<file path="config.mk">
export PLATFORM = sky130hd
export DESIGN_NAME = state_controller_wide
export DESIGN_NICKNAME = d
export VERILOG_FILES = /design/src/rtl/state_controller_wide.sv
export SDC_FILE = /design/constraint.sdc
export NUM_CORES = 1
export LEC_CHECK = 0
export ABC_CLOCK_PERIOD_IN_PS = 3800
export BUFFER_PORTS_ARGS = -buffer_cell sky130_fd_sc_hd__buf_2
export CAP_MARGIN = 20
export CORE_MARGIN = 2
export CORE_UTILIZATION = 40
export DETAILED_ROUTE_END_ITERATION = 8
export GPL_ROUTABILITY_DRIVEN = 0
export SLEW_MARGIN = 15
export SYNTH_ARGS = -nofsm -noshare
export SYNTH_HDL_FRONTEND = slang
export SYNTH_SLANG_ARGS = --single-unit
</file>
<file path="constraint.sdc">
create_clock -name iClk -period 3.8 [get_ports iClk]
set_input_delay 1.14 -clock iClk [delete_from_list [all_inputs] [get_ports iClk]]
set_output_delay 1.14 -clock iClk [all_outputs]
set_load 0.01 [all_outputs]
</file>
<file path="src/rtl/state_controller_wide.sv">
// Save/restore controller moving a core's architectural state between its
// LANE_WIDTH-wide scan chain and memory, one INTERFACE_WIDTH word at a time.
module state_controller_wide #(
    parameter int INTERFACE_WIDTH      = 32,
    parameter int INTERFACE_ADDR_WIDTH = 32,
    parameter int STATE_BITS           = 2853,
    parameter int LANE_WIDTH           = 1
) (
    input  logic                            iClk,
    input  logic                            iReset,
    input  logic                            iStall,
    input  logic                            iStateReadRequest,
    input  logic                            iStateWriteRequest,
    input  logic                            iStateSwapRequest,
    input  logic                            iDisableShiftIn,
    input  logic                            iDisableShiftOut,
    input  logic                            iDisableExec,
    input  logic [INTERFACE_ADDR_WIDTH-1:0] iReadAddress,
    input  logic [INTERFACE_ADDR_WIDTH-1:0] iWriteAddress,
    output logic                            oStateSwitchHalt,
    output logic                            oBusy,
    output logic                            oDone,
    output logic                            oError,
    input  logic [LANE_WIDTH-1:0]           iStateDataOut,
    output logic [LANE_WIDTH-1:0]           oStateDataIn,
    output logic                            oStateShift,
    output logic                            oStateNewIn,
    output logic                            oStateOldOut,
    output logic                            oStateMemReadRequest,
    output logic                            oStateMemWriteRequest,
    output logic [INTERFACE_ADDR_WIDTH-1:0] oStateMemAddress,
    output logic [INTERFACE_WIDTH-1:0]      oStateMemWriteData,
    input  logic [INTERFACE_WIDTH-1:0]      iStateMemReadData,
    input  logic                            iWriteAccept,
    input  logic                            iReadValid
);
    localparam int NUM_WORDS       = (STATE_BITS + INTERFACE_WIDTH - 1) / INTERFACE_WIDTH;
    localparam int SHIFTS_PER_WORD = INTERFACE_WIDTH / LANE_WIDTH;
    localparam int LAST_SHIFTS     = (STATE_BITS - (NUM_WORDS - 1) * INTERFACE_WIDTH) / LANE_WIDTH;
    localparam int BYTES_PER_WORD  = INTERFACE_WIDTH / 8;
    localparam int WORD_IDX_W      = $clog2(NUM_WORDS + 1);
    localparam int SHIFT_CNT_W     = $clog2(SHIFTS_PER_WORD + 1);

    typedef enum logic [2:0] {IDLE, SHIFTIN, WAITMEM, SETSIG, SHIFTOUT} stateT;

    stateT                           state, nextState;
    logic [WORD_IDX_W-1:0]           wordIdx;
    logic [SHIFT_CNT_W-1:0]          shiftCnt;
    logic                            memPending;
    logic [INTERFACE_WIDTH-1:0]      buffer;
    logic [2:0]                      reqPrev;
    logic [INTERFACE_ADDR_WIDTH-1:0] readBase, writeBase;
    logic                            disShiftIn, disShiftOut, disExec;
    logic                            opRestore, opSave;
    logic                            doneReg, errorReg;

    logic [2:0]                      reqNow, reqRise;
    logic                            multiRise, acceptReq, startRestore, startSave;
    logic                            lastWord, lastShift, writeDone;
    logic [SHIFT_CNT_W-1:0]          wordShifts;
    int                              laneBase;
    logic [INTERFACE_ADDR_WIDTH-1:0] wordOffset;

    assign reqNow       = {iStateSwapRequest, iStateWriteRequest, iStateReadRequest};
    assign reqRise      = reqNow & ~reqPrev;
    assign multiRise    = (reqRise[0] & reqRise[1]) | (reqRise[0] & reqRise[2]) | (reqRise[1] & reqRise[2]);
    assign acceptReq    = (|reqRise) & ~multiRise;
    assign startRestore = reqRise[1] | reqRise[2];
    assign startSave    = reqRise[0] | reqRise[2];

    assign lastWord   = (wordIdx == WORD_IDX_W'(NUM_WORDS - 1));
    assign wordShifts = lastWord ? SHIFT_CNT_W'(LAST_SHIFTS) : SHIFT_CNT_W'(SHIFTS_PER_WORD);
    assign lastShift  = (shiftCnt == wordShifts - 1'b1);
    assign writeDone  = (state == SHIFTOUT) && memPending && iWriteAccept;
    assign laneBase   = int'(shiftCnt) * LANE_WIDTH;
    assign wordOffset = INTERFACE_ADDR_WIDTH'(wordIdx) * INTERFACE_ADDR_WIDTH'(BYTES_PER_WORD);

    // Within a shift phase memPending is 0; it rises once the word is ready for memory.
    always_comb begin
        nextState = state;
        unique case (state)
            IDLE:     if (acceptReq) begin
                          if (startRestore) nextState = iDisableShiftIn ? WAITMEM : SHIFTIN;
                          else              nextState = SETSIG;
                      end
            SHIFTIN:  if (!memPending && lastShift && lastWord) nextState = WAITMEM;
            WAITMEM:  if (!iStall) nextState = SETSIG;
            SETSIG:   nextState = (opSave && !disShiftOut) ? SHIFTOUT : IDLE;
            SHIFTOUT: if (writeDone && lastWord) nextState = IDLE;
            default:  nextState = IDLE;
        endcase
    end

    always_ff @(posedge iClk or negedge iReset) begin
        if (!iReset) begin
            state       <= IDLE;
            wordIdx     <= '0;
            shiftCnt    <= '0;
            memPending  <= 1'b0;
            // NOTE: the word buffer is an ordinary register, so it is reset with the FSM.
            buffer      <= '0;
            reqPrev     <= '0;
            readBase    <= '0;
            writeBase   <= '0;
            disShiftIn  <= 1'b0;
            disShiftOut <= 1'b0;
            disExec     <= 1'b0;
            opRestore   <= 1'b0;
            opSave      <= 1'b0;
            doneReg     <= 1'b0;
            errorReg    <= 1'b0;
        end else begin
            // NOTE: non-blocking only, so every branch sees the pre-edge register values.
            state    <= nextState;
            doneReg  <= 1'b0;
            errorReg <= 1'b0;
            unique case (state)
                IDLE: begin
                    reqPrev  <= reqNow;
                    errorReg <= multiRise;
                    if (acceptReq) begin
                        readBase    <= iReadAddress;
                        writeBase   <= iWriteAddress;
                        disShiftIn  <= iDisableShiftIn;
                        disShiftOut <= iDisableShiftOut;
                        disExec     <= iDisableExec;
                        opRestore   <= startRestore;
                        opSave      <= startSave;
                        wordIdx     <= '0;
                        shiftCnt    <= '0;
                        memPending  <= 1'b1;
                    end
                end
                SHIFTIN: begin
                    if (memPending) begin
                        if (iReadValid) begin
                            buffer     <= iStateMemReadData;
                            memPending <= 1'b0;
                            shiftCnt   <= '0;
                        end
                    end else if (lastShift) begin
                        shiftCnt   <= '0;
                        memPending <= 1'b1;
                        wordIdx    <= wordIdx + 1'b1;
                    end else begin
                        shiftCnt <= shiftCnt + 1'b1;
                    end
                end
                SETSIG: begin
                    doneReg    <= (nextState == IDLE);
                    wordIdx    <= '0;
                    shiftCnt   <= '0;
                    memPending <= 1'b0;
                    buffer     <= '0;
                end
                SHIFTOUT: begin
                    if (!memPending) begin
                        buffer[laneBase +: LANE_WIDTH] <= iStateDataOut;
                        if (lastShift) memPending <= 1'b1;
                        else           shiftCnt   <= shiftCnt + 1'b1;
                    end else if (iWriteAccept) begin
                        doneReg    <= lastWord;
                        memPending <= 1'b0;
                        shiftCnt   <= '0;
                        buffer     <= '0;
                        wordIdx    <= wordIdx + 1'b1;
                    end
                end
                default: ;
            endcase
        end
    end

    always_comb begin
        // NOTE: every output gets a default first, so no path can infer a latch.
        oStateShift           = (state == SHIFTIN || state == SHIFTOUT) && !memPending;
        oStateMemReadRequest  = (state == SHIFTIN) && memPending;
        oStateMemWriteRequest = (state == SHIFTOUT) && memPending;
        oStateDataIn          = '1;
        oStateMemAddress      = '0;
        oStateMemWriteData    = '0;
        if (state == SHIFTIN && !memPending) oStateDataIn = buffer[laneBase +: LANE_WIDTH];
        if (oStateMemReadRequest)  oStateMemAddress = readBase + wordOffset;
        if (oStateMemWriteRequest) begin
            oStateMemAddress   = writeBase + wordOffset;
            oStateMemWriteData = buffer;
        end
        oStateNewIn      = (state == SETSIG) && opRestore && !disExec;
        oStateOldOut     = (state == SETSIG) && opSave && !disExec;
        oStateSwitchHalt = (state == WAITMEM) || (opRestore && (state == SETSIG || state == SHIFTOUT));
        oBusy            = (state != IDLE);
        oDone            = doneReg;
        oError           = errorReg;
    end
endmodule

</file>
# --- Word-level counts from Yosys, hierarchy flattened ---
# Index checks and enable logic that the tools add are counted.
totals:
  input_bits: 108
  output_inout_bits: 74
  wordCells: 125
  reg_bits: 122
classes:
  add_sub_neg: 6
  n_eq_ne: 16
  n_reduce_logical: 31
  n_shift: 3
  n_mux: 44
  bitwise: 11
ops:
  columns: ["op", "n"]
  rows:
  - ["$mux 32", 7]
  - ["$pmux 32 s3", 1]
  - ["$add 32x9->32", 2]
  - ["$mux 6", 8]
  - ["$mux 7", 5]
  - ["$neg 6->33", 1]
  - ["$shift 1x33->32 const A", 1]
  - ["$shiftx 1x33->32", 1]
  - ["$bwmux 32", 1]
  - ["$shiftx 32x7->1", 1]
  - ["$pmux 7 s4", 1]
  - ["$pmux 6 s4", 1]
  - ["$mux 3", 5]
  - ["$pmux 3 s5", 1]
  - ["$logic_and 1x1->1", 14]
  - ["$ne 2x2->1 const B", 7]
  - ["$mux 1", 10]
  - ["$ne 3x3->1 const B", 3]
  - ["$add 7x1->7 const B", 1]
  - ["$eq 7x7->1 const B", 1]
  - ["$add 6x1->6 const B", 1]
  - ["$eq 3x2->1 const B", 2]
  - ["$eq 6x6->1", 1]
  - ["$logic_not 3->1", 2]
  - ["other kinds (20)", 33]

# --- Depth between registers and ports, before layout ---
# Gate-level depths: netlist of the first run.
depth:
  depth_word: 11
  ltp_mapped: 11
  ltp_nobuf: 9

# --- Least setup slack after synthesis of the first run ---
# OpenSTA, ideal clock, no wires.
synth_path:
  path_kind: "flip-flop to output port"
  startpoint: "register wordIdx[0]"
  endpoint: "output port oStateMemAddress[26]"
  required_ns: 2.660
  t_arrival_ns: 2.348
  stages_incl_launch_ff: 10
  path_slack_ns: 0.312
  path_cell_list: "dfrtp_1 ha_1 inv_1 fa_1 nor2b_1 o31ai_1 a21oi_1 nand4_1 xor2_1 o22ai_1"
synth_between:
  elab_chain_len: 3
synth_lines:
  columns: ["element", "line", "text"]
  rows:
  - ["start, declared", "47", "logic [WORD_IDX_W-1:0] wordIdx;"]
  - ["start signal, assigned", "144", "wordIdx <= wordIdx + 1'b1;"]
  - ["start signal, assigned", "166", "wordIdx <= wordIdx + 1'b1;"]
  - ["$add 32x9->32", "183", "if (oStateMemReadRequest) oStateMemAddress = readBase + wordOffset;"]
  - ["$mux 32", "183", null]
  - ["$mux 32 *", "184", "if (oStateMemWriteRequest) begin"]
  - ["end, declared", "31", "output logic [INTERFACE_ADDR_WIDTH-1:0] oStateMemAddress,"]
# Every way passes the cells marked *; elsewhere a longest branch is shown, timed or not.

# --- Worst setup path in the final report of the first run ---
layout_path:
  startpoint: "register wordIdx[0]"
  endpoint: "output port oStateMemAddress[30]"
# The elaborated chain is that of the path after synthesis.

==> flow_summary.toml, run 1 <==
[outcome]
outcome = "finished clean"

[timing]
fin_crit_ns = 3.79
setup_viol = 0
rsz0062_at_grt = "yes"
max_freq_mhz = 264
tightest_slew_ns = 0.885
finalMaxSlewViolations = 0
hold_viol = 0
skew_ns = 0.00906
period_share_pct = 99.7
slew-limit-headroom_pct = 40.8

[floorplanning]
rows = 52
die_h_um = 147
fp.dieW_um = 147
die-area_um2 = 21700
coreArea_um2 = 20200
ios = 182
start_util_pct = 40.7

[global_route]
use_met2_pct = 36.6
met1_usage_pct = 34.1
grt_max_degree = 60
grt_util_all_layers_pct = 23.9
grt-ovfl-total = 0
grt_pass1_vias = 7483
met3_usage_pct = 4.57
antenna_found_initial = 3
grt.busiest_layer = "met2"
grt_pass1_wl_um = 40700

[yosys]
netlist_instances = 880
yosys.cell_types.count = 65
synth_seq_area_share_pct = 37.2
syn_area_um2 = 8200
syn_nets = 1009
syn_avg_cell_area_um2 = 9.32
synth_edf_count = 0
dominantRegCellSynth = "dfrtp_1"
synth-seq-cells = 122
ys_warn_count = 0
async_flop_share_pct = 100

[detailed_routing]
ant_nets = 0
drtPass1Iterations = 5
drc = 0
drt_iter0_drc = 655
via_count = 7777
drt-wirelength-per-cell_um = 19.1
drt_wl_total_um = 26100
viasPerCell = 5.68

[cts]
postCtsHoldBufs = 0
cts_tree = "built"
cts_buffers = 17
root_buffer = "clkbuf_16"
clkLatencyLatePin_ns = 0.43
clock_path_buffers = 2
clkTransAtPathRegs_ns = 0.05
clock_sinks = 122
h-tree-depth = 4

[critical_path]
rr_worst_depth = 9
r2r-end = "buffer[18]"
endpoint_kind = "output pin"
reg2reg_slack_ns = 0.84
worst-setup-path-type = "reg -> out"
r2r-start = "shiftCnt[0]"
required_ns = 2.66
critPathLaunch = "wordIdx[0]"
endpoint = "oStateMemAddress[30]"
critPathMaxFanout = 6
critPathLaunchType = "register"
crit_arrival_ns = 2.65

[worst_hold_path]
worstHoldStart = "reqPrev[2]"
worstHoldPathType = "reg -> reg"

[run]
max-cap-violations = 0

[placement]
dp_cells = 1311
post-dp-hpwl_um = 18900
io_buffers = 181

[finish]
area_delta_synth_final_pct = 29.5
drive_above_1_share_pct = 36.6
nNetsFinal = 1212
instances_no_fill = 1369

[pwr]
power.density_nw_per_um2 = 760
ir_drop_mv = 0.279
p_total_mw = 8.07
p_leak_nw = 4.73
==> report_power, final <==
| part | total, mW | switching, mW | leakage, nW | internal [mW] |
|---|---|---|---|---|
| sequential | 2.58 | 0.662 | 1.48 | 1.92 |
| clock | 1.67 | 0.602 | 0.298 | 1.07 |
| combinational | 3.82 | 1.98 | 2.95 | 1.84 |
==> logic make-up after synthesis <==
logic type | after synthesis | share of synthesized area, %
fa+ha+maj | 21 | 3.39
compound gates | 193 | 16.2
simple gates | 325 | 20.6
buf+inv | 78 | 4.00
flops | 122 | 37.2
xor+xnor | 61 | 6.52
mux | 80 | 12.0
==> routing by layer <==
metal	part of all wire (%)	routed length, um
met2	45	11900
met4	2.2	585
met5	0	0
met3	7.0	1820
met1	45	11900
==> worst min path at each step <==
stage,slack [ns],depth (start not counted),endpoint
after global routing,0.51,1,disShiftOut
after floorplan,0.45,2,reqPrev[1]
after global placement,0.46,2,reqPrev[2]
final,0.48,2,reqPrev[2]
after detailed placement,0.46,2,reqPrev[2]
after CTS,0.48,2,reqPrev[2]
==> flip-flops by register name, indices dropped and copies added (netlist names) <==
name,flops
opSave,1
oError,1
wordIdx,7
shiftCnt,6
state,3
disExec,1
readBase,32
reqPrev,3
disShiftOut,1
opRestore,1
memPending,1
writeBase,32
buffer,32
oDone,1
==> area by class of cell <==
type / instances / area, um^2
Clock buffer: 23 / 508
Inverter: 29 / 109
Tap cell: 270 / 338
Fill cell: 1890 / 9550
Sequential cell: 122 / 3060
Antenna cell: 3 / 7.51
Timing Repair Buffer: 233 / 1350
Clock inverter: 9 / 110
Multi-Input combinational cell: 680 / 5130
==> critical path, stage by stage (launching register included) <==
cell	delay, ns
dfrtp_2	0.45
ha_4	0.19
fa_2	0.34
a211oi_2	0.21
nor2_2	0.07
o22ai_2	0.27
buf_6	0.17
nor3_1	0.06
xnor2_1	0.12
o22ai_1	0.17
buf_2	0.16
==> per-stage QoR <==
| stage | worst slack, ns | util, % | TNS, ns | cell area [um^2] | hold slack, ns |
|---|---|---|---|---|---|
| after floorplan | 0.312 | - | 0 | 8200 | 0.446 |
| final | 0.0110 | 52.6 | 0 | 10600 | 0.476 |
| after detailed placement | 0.135 | 47.0 | 0 | 9480 | 0.463 |
| after global routing | -0.112 | 52.6 | -1.20 | 10600 | 0.508 |
| after CTS | 0.00501 | 51.5 | 0 | 10400 | 0.477 |
| after global placement | 0.224 | 47.0 | 0 | 9480 | 0.458 |
==> Yosys cell counts (6+ instances only) <==
cell / count / area (um^2)
and3_1: 44 / 275
a211oi_1: 8 / 60.1
mux2_2: 66 / 743
o211ai_1: 41 / 308
o21a_1: 9 / 67.6
inv_1: 29 / 109
clkbuf_1: 29 / 109
nor2_1: 53 / 199
mux2i_1: 6 / 60.1
a22oi_1: 17 / 128
ha_1: 19 / 238
and2_1: 7 / 43.8
nand2b_1: 10 / 62.6
a21oi_1: 25 / 125
mux4_2: 8 / 180
buf_2: 16 / 80.1
o22ai_1: 28 / 175
or3_1: 9 / 56.3
nor2b_1: 16 / 100
nor4_1: 7 / 43.8
xor2_1: 19 / 166
xnor2_1: 42 / 368
nor3_1: 31 / 155
dfrtp_1: 122 / 3050
nand3_1: 31 / 155
nand4_1: 9 / 56.3
o21ai_0: 21 / 105
a31oi_1: 8 / 50.1
a221o_1: 7 / 70.1
nand2_1: 82 / 308
==> layout by cell type (no fill, tap or decap), types with 10 or more instances in the layout <==
cell type	n
buf_2	181
dfrtp_1	114
nand2_1	81
mux2_2	66
nor2_1	49
buf_4	45
and3_1	44
xnor2_1	42
o211ai_1	41
nand3_1	31
inv_1	28
nor3_1	26
o22ai_1	26
a21oi_1	24
o21ai_0	19
xor2_1	18
a22oi_1	17
clkbuf_16	17
nor2b_1	15
nand2b_1	10
==> what timing repair did <==
item / 4_1_cts / 5_1_grt
gates cloned: 2 / 0
resized for setup: 39 / 33
hold endpoints to repair: 0 / 0
endpoints found under the setup margin: 25 / 23
pin swaps: 9 / 17
setup buffers: 15 / 6
No activity file was read; power rests on OpenSTA's default activity.
==> run 2, diff against run 1 <==
Settings changed: CORE_ASPECT_RATIO set to 0.6.
==> flow_summary.toml, run 2 (synthesized netlist as in run 1, its figures left out) <==
[outcome]
outcome = "complete, but fails checks"
violations = "setup timing"

[critical_path]
critPathLaunch = "wordIdx[1]"
rr_worst_depth = 9
crit_arrival_ns = 2.76
r2r-end = "buffer[26]"
reg2reg_slack_ns = 0.73
critPathLaunchType = "register"
required_ns = 2.66
endpoint = "oStateMemAddress[14]"
critPathMaxFanout = 5
r2r-start = "shiftCnt[0]"
worst-setup-path-type = "reg -> out"
endpoint_kind = "output pin"

[pwr]
p_leak_nw = 4.82
switching_power_mw = 3.50
ir_drop_mv = 0.413
power.density_nw_per_um2 = 767
pwr-share-clk_pct = 20.4
swShare_pct = 42.1
intPower_mw = 4.82
sequentialPowerShare_pct = 31.5
p_total_mw = 8.32
p_comb_share_pct = 48.0

[worst_hold_path]
min_path_cells = 2
worstHoldStart = "reqPrev[2]"
worstHoldPathType = "reg -> reg"

[timing]
rsz0062_at_grt = "yes"
tightest_slew_ns = 0.728
worst_slack_ns = -0.0972
slew-limit-headroom_pct = 51.3
hold_viol = 0
setup_viol = 14
finalMaxSlewViolations = 0
tns_ns = -0.671
fin_crit_ns = 3.90
max_freq_mhz = 257
skew_ns = 0.0123
period_share_pct = 103

[global_route]
grt_pass1_vias = 7306
grt-ovfl-total = 0
antenna_found_initial = 0
grt_pass1_wl_um = 43100
grt_max_degree = 123
grt_util_all_layers_pct = 26.4

[cts]
h-tree-depth = 4
clkLatencyLatePin_ns = 0.44
root_buffer = "clkbuf_16"
cts_buffers = 17
clock_path_buffers = 2
clkTransAtPathRegs_ns = 0.06
cts_tree = "built"
clock_sinks = 122

[finish]
drive_above_1_share_pct = 38.0
area_delta_synth_final_pct = 32.2
num_antenna_cells = 0
final_common_cell = "buf_2"
nNetsFinal = 1227
fillers = 1871
final_cell_mix = "buf_2, dfrtp_1, nand2_1, mux2_2, buf_4"
top_regs = "buffer: 32 flops, readBase: 32 flops, writeBase: 32 flops"

[detailed_routing]
drt_iter0_drc = 911
ant_nets = 0
drc = 0
drt_wl_total_um = 29000
drt-wirelength-per-cell_um = 21.0
viasPerCell = 5.78
via_count = 7997
drtPass1Iterations = 6

[floorplanning]
start_util_pct = 40.9
coreArea_um2 = 20100
die_h_um = 115
fp.dieW_um = 189
ios = 182
rows = 40
die-area_um2 = 21700

[placement]
post-dp-hpwl_um = 20700
io_buffers = 181

[run]
max-cap-violations = 0
[run 2: cell count changes in the layout (fill, tap and decap cells not counted), moves of 3 or more]
| cell | previous run | this run |
|---|---|---|
| diode_2 | 3 | 0 |
| buf_4 | 45 | 54 |
| buf_6 | 4 | 7 |
| clkbuf_8 | 6 | 0 |
| nor3_1 | 26 | 22 |
| buf_8 | 0 | 3 |
| nor2_1 | 49 | 46 |
| clkinvlp_4 | 3 | 6 |
| clkinv_4 | 1 | 4 |
[run 2: final cells by class]
cell class | instances | area (um^2) | area share [%]
clock buffers | 18 | 429 | 3.96
repair buffers | 248 | 1510 | 13.9
inverters | 29 | 109 | 1.00
clock inverters | 14 | 175 | 1.62
multi-input cells | 680 | 5210 | 48.1
flip-flops and latches | 122 | 3060 | 28.2
well taps | 273 | 342 | 3.15
[run 2: what timing repair did]
action / 4_1_cts / 5_1_grt
pin swaps: 11 / 26
gates cloned: 2 / 0
resized for setup: 42 / 60
setup endpoints to repair: 23 / 25
hold buffers: 0 / 0
buffers inserted: 14 / 16
[run 2: metrics by stage]
step	hold WS, ns	util (%)	area (um^2)	worst slack [ns]	std cells
floorplan	0.446	-	8200	0.312	880
global placement	0.460	47.5	9540	0.290	1321
detailed placement	0.466	47.5	9540	0.161	1321
CTS	0.481	51.8	10400	-0.0374	1369
global route	0.499	54.0	10800	-0.171	1384
finish	0.484	54.0	10800	-0.0972	1384
[run 2: worst min path at each step]
| stage | end | slack [ns] |
|---|---|---|
| 4_1_cts | reqPrev[1] | 0.48 |
| 3_5_place_dp | reqPrev[1] | 0.47 |
| 2_1_floorplan | reqPrev[1] | 0.45 |
| 5_1_grt | reqPrev[1] | 0.50 |
| 6_report | reqPrev[2] | 0.48 |
| 3_3_place_gp | reqPrev[2] | 0.46 |
[run 2: layer usage]
layer | track usage (%) | vias to the layer above | routed length (um)
li1 | - | 3677 | -
met1 | 43.9 | 3892 | 14900
met2 | 30.6 | 407 | 10700
met3 | 9.95 | 21 | 3250
met4 | 4.90 | 0 | 208
met5 | 0 | - | 0
[run 2: power by group through the flow]
stage / clock network [mW] / registers, mW / logic, mW
floorplan: 0 / 2.30 / 2.70
global placement: 0 / 2.56 / 3.62
detailed placement: 0 / 2.56 / 3.64
CTS: 1.71 / 2.56 / 3.77
global route: 1.78 / 2.69 / 4.35
finish: 1.70 / 2.62 / 4.00
[run 2: critical path, cell delays in order (launching register included)]
cell and delay [ns]:
dfrtp_2 0.46, buf_6 0.14, fa_2 0.39, a211oi_2 0.23, nor2_2 0.10, o22ai_4 0.21, buf_12 0.14, buf_12 0.13
nor3_1 0.06, xnor2_1 0.15, o22ai_1 0.15, buf_2 0.16
==> run 3, diff against run 2 <==
Settings changed: ABC_CLOCK_PERIOD_IN_PS 3800 to 3600, BUFFER_PORTS_ARGS -buffer_cell sky130_fd_sc_hd__buf_2 to -buffer_cell sky130_fd_sc_hd__clkbuf_2.
Clock period 3.8 ns to 3.6 ns, I/O delays scaled along.
==> flow_summary.toml, run 3 (synthesized netlist as in run 1, its figures left out) <==
[outcome]
outcome = "complete, but fails checks"
violations = "setup timing"

[pwr]
ir_drop_mv = 0.433
sequentialPowerShare_pct = 31.4
swShare_pct = 42.1
pwr-share-clk_pct = 18.5
p_comb_share_pct = 50.1
power.density_nw_per_um2 = 810
intPower_mw = 5.08
p_leak_nw = 4.78
p_total_mw = 8.77
switching_power_mw = 3.69

[timing]
fin_crit_ns = 3.80
max_freq_mhz = 263
skew_ns = 0.0119
worst_slack_ns = -0.204
setup_viol = 25
tightest_slew_ns = 0.698
hold_viol = 0
slew-limit-headroom_pct = 53.5
period_share_pct = 106
finalMaxSlewViolations = 0
tns_ns = -3.26
rsz0062_at_grt = "yes"

[finish]
final_cell_mix = "clkbuf_2, dfrtp_1, nand2_1, mux2_2, buf_4"
nNetsFinal = 1233
area_delta_synth_final_pct = 32.0
fin_area_um2 = 10800
num_antenna_cells = 0
top_regs = "buffer: 32 flops, readBase: 32 flops, writeBase: 32 flops"
drive_above_1_share_pct = 38.7
final_common_cell = "clkbuf_2"

[critical_path]
critPathLaunchType = "register"
crit_arrival_ns = 2.72
critPathMaxFanout = 5
required_ns = 2.52
rr_worst_depth = 9
endpoint_kind = "output pin"
worst-setup-path-type = "reg -> out"

[cts]
cts_buffers = 17
root_buffer = "clkbuf_16"
clkTransAtPathRegs_ns = 0.06
clkLatencyLatePin_ns = 0.44
clock_sinks = 122
h-tree-depth = 4
cts_tree = "built"
clock_path_buffers = 2
postCtsHoldBufs = 0

[placement]
dp_worst_setup_slack_ns = -0.0290
placed_area_um2 = 9590
io_buffers = 181
post-dp-hpwl_um = 20700

[worst_hold_path]
worstHoldPathType = "reg -> reg"
min_path_cells = 2

[floorplanning]
start_util_pct = 40.9
coreArea_um2 = 20100
fp.dieW_um = 189
die-area_um2 = 21700
rows = 40
die_h_um = 115
ios = 182

[detailed_routing]
drt-wirelength-per-cell_um = 20.8
via_count = 8115
ant_nets = 0
viasPerCell = 5.84
drtPass1Iterations = 6
drc = 0
drt_wl_total_um = 28900
drt_iter0_drc = 862

[global_route]
antenna_found_initial = 0
grt_pass1_vias = 7471
grt_util_all_layers_pct = 26.7
grt.busiest_layer = "met1"
use_met2_pct = 33.1
grt_pass1_wl_um = 43700
grt-ovfl-total = 0
met3_usage_pct = 8.33
met1_usage_pct = 43.6
grt_max_degree = 123

[run]
max-cap-violations = 0
==> run 3: changes by cell type in the layout (fill, tap and decap cells not counted), moves of 3 or more <==
cell        before  now
clkbuf_2         0  168
dfrtp_1        116  113
clkinv_2         1    5
ha_1            10    7
clkbuf_1         1    4
clkinv_4         4    1
buf_4           54   62
clkinvlp_4       6    1
buf_2          180   12
==> run 3: path summary, 6_finish.rpt <==
| path | to | slack [ns] | start |
|---|---|---|---|
| min in group asynchronous | buffer[18] | 0.74 | iReset |
| worst min register to register | reqPrev[2] | 0.48 | reqPrev[2] |
| worst max-delay path | oStateMemAddress[25] | -0.20 | wordIdx[1] |
| max in group asynchronous | readBase[12] | 2.30 | iReset |
| worst max register to register | buffer[9] | 0.64 | shiftCnt[0] |
| worst min-delay path | reqPrev[2] | 0.48 | reqPrev[2] |
==> run 3: repair_timing <==
action,4_1_cts,5_1_grt
gates cloned,2,0
gates resized for setup,68,42
endpoints found under the hold margin,0,0
setup endpoints to repair,25,27
pin swaps,30,24
buffers inserted,22,10
==> run 3: power by group through the flow <==
stage                     combinational (mW)  sequential, mW  clock, mW
after floorplan                         2.85            2.43          0
after global placement                  3.86            2.69          0
after detailed placement                3.90            2.70          0
after CTS                               4.12            2.72       1.64
after global routing                    4.76            2.83       1.70
final                                   4.39            2.75       1.62
==> run 3: cell type report <==
cell class | instances | area (um^2)
flip-flops and latches | 122 | 3070
fillers | 1844 | 9250
clock buffers | 23 | 468
clock inverters | 8 | 71.3
inverters | 29 | 109
well taps | 273 | 342
multi-input cells | 680 | 5230
repair buffers | 254 | 1540
==> run 3: per-stage QoR <==
step	util [%]	std cells	hold slack (ns)
2_1_floorplan	-	880	0.446
3_3_place_gp	47.8	1326	0.459
3_5_place_dp	47.8	1326	0.466
4_1_cts	52.8	1381	0.478
5_1_grt	53.9	1389	0.507
6_report	53.9	1389	0.478
==> run 3: worst max-delay path, stage by stage, from the launching register on <==
cell and delay, ns:
dfrtp_2 0.44, buf_6 0.14, ha_4 0.23, a211oi_1 0.26
nor2_2 0.10, o32ai_2 0.21, buf_4 0.20, buf_6 0.15
nor3_2 0.05, xnor2_1 0.13, o22ai_1 0.21, clkbuf_2 0.17
==> run 3: per-layer routing <==
metal  up-vias  part of all wire (%)
li1       3686                     -
met1      3956                    50
met2       452                    38
met3        21                    11
met4         0                  0.83
met5         -                     0
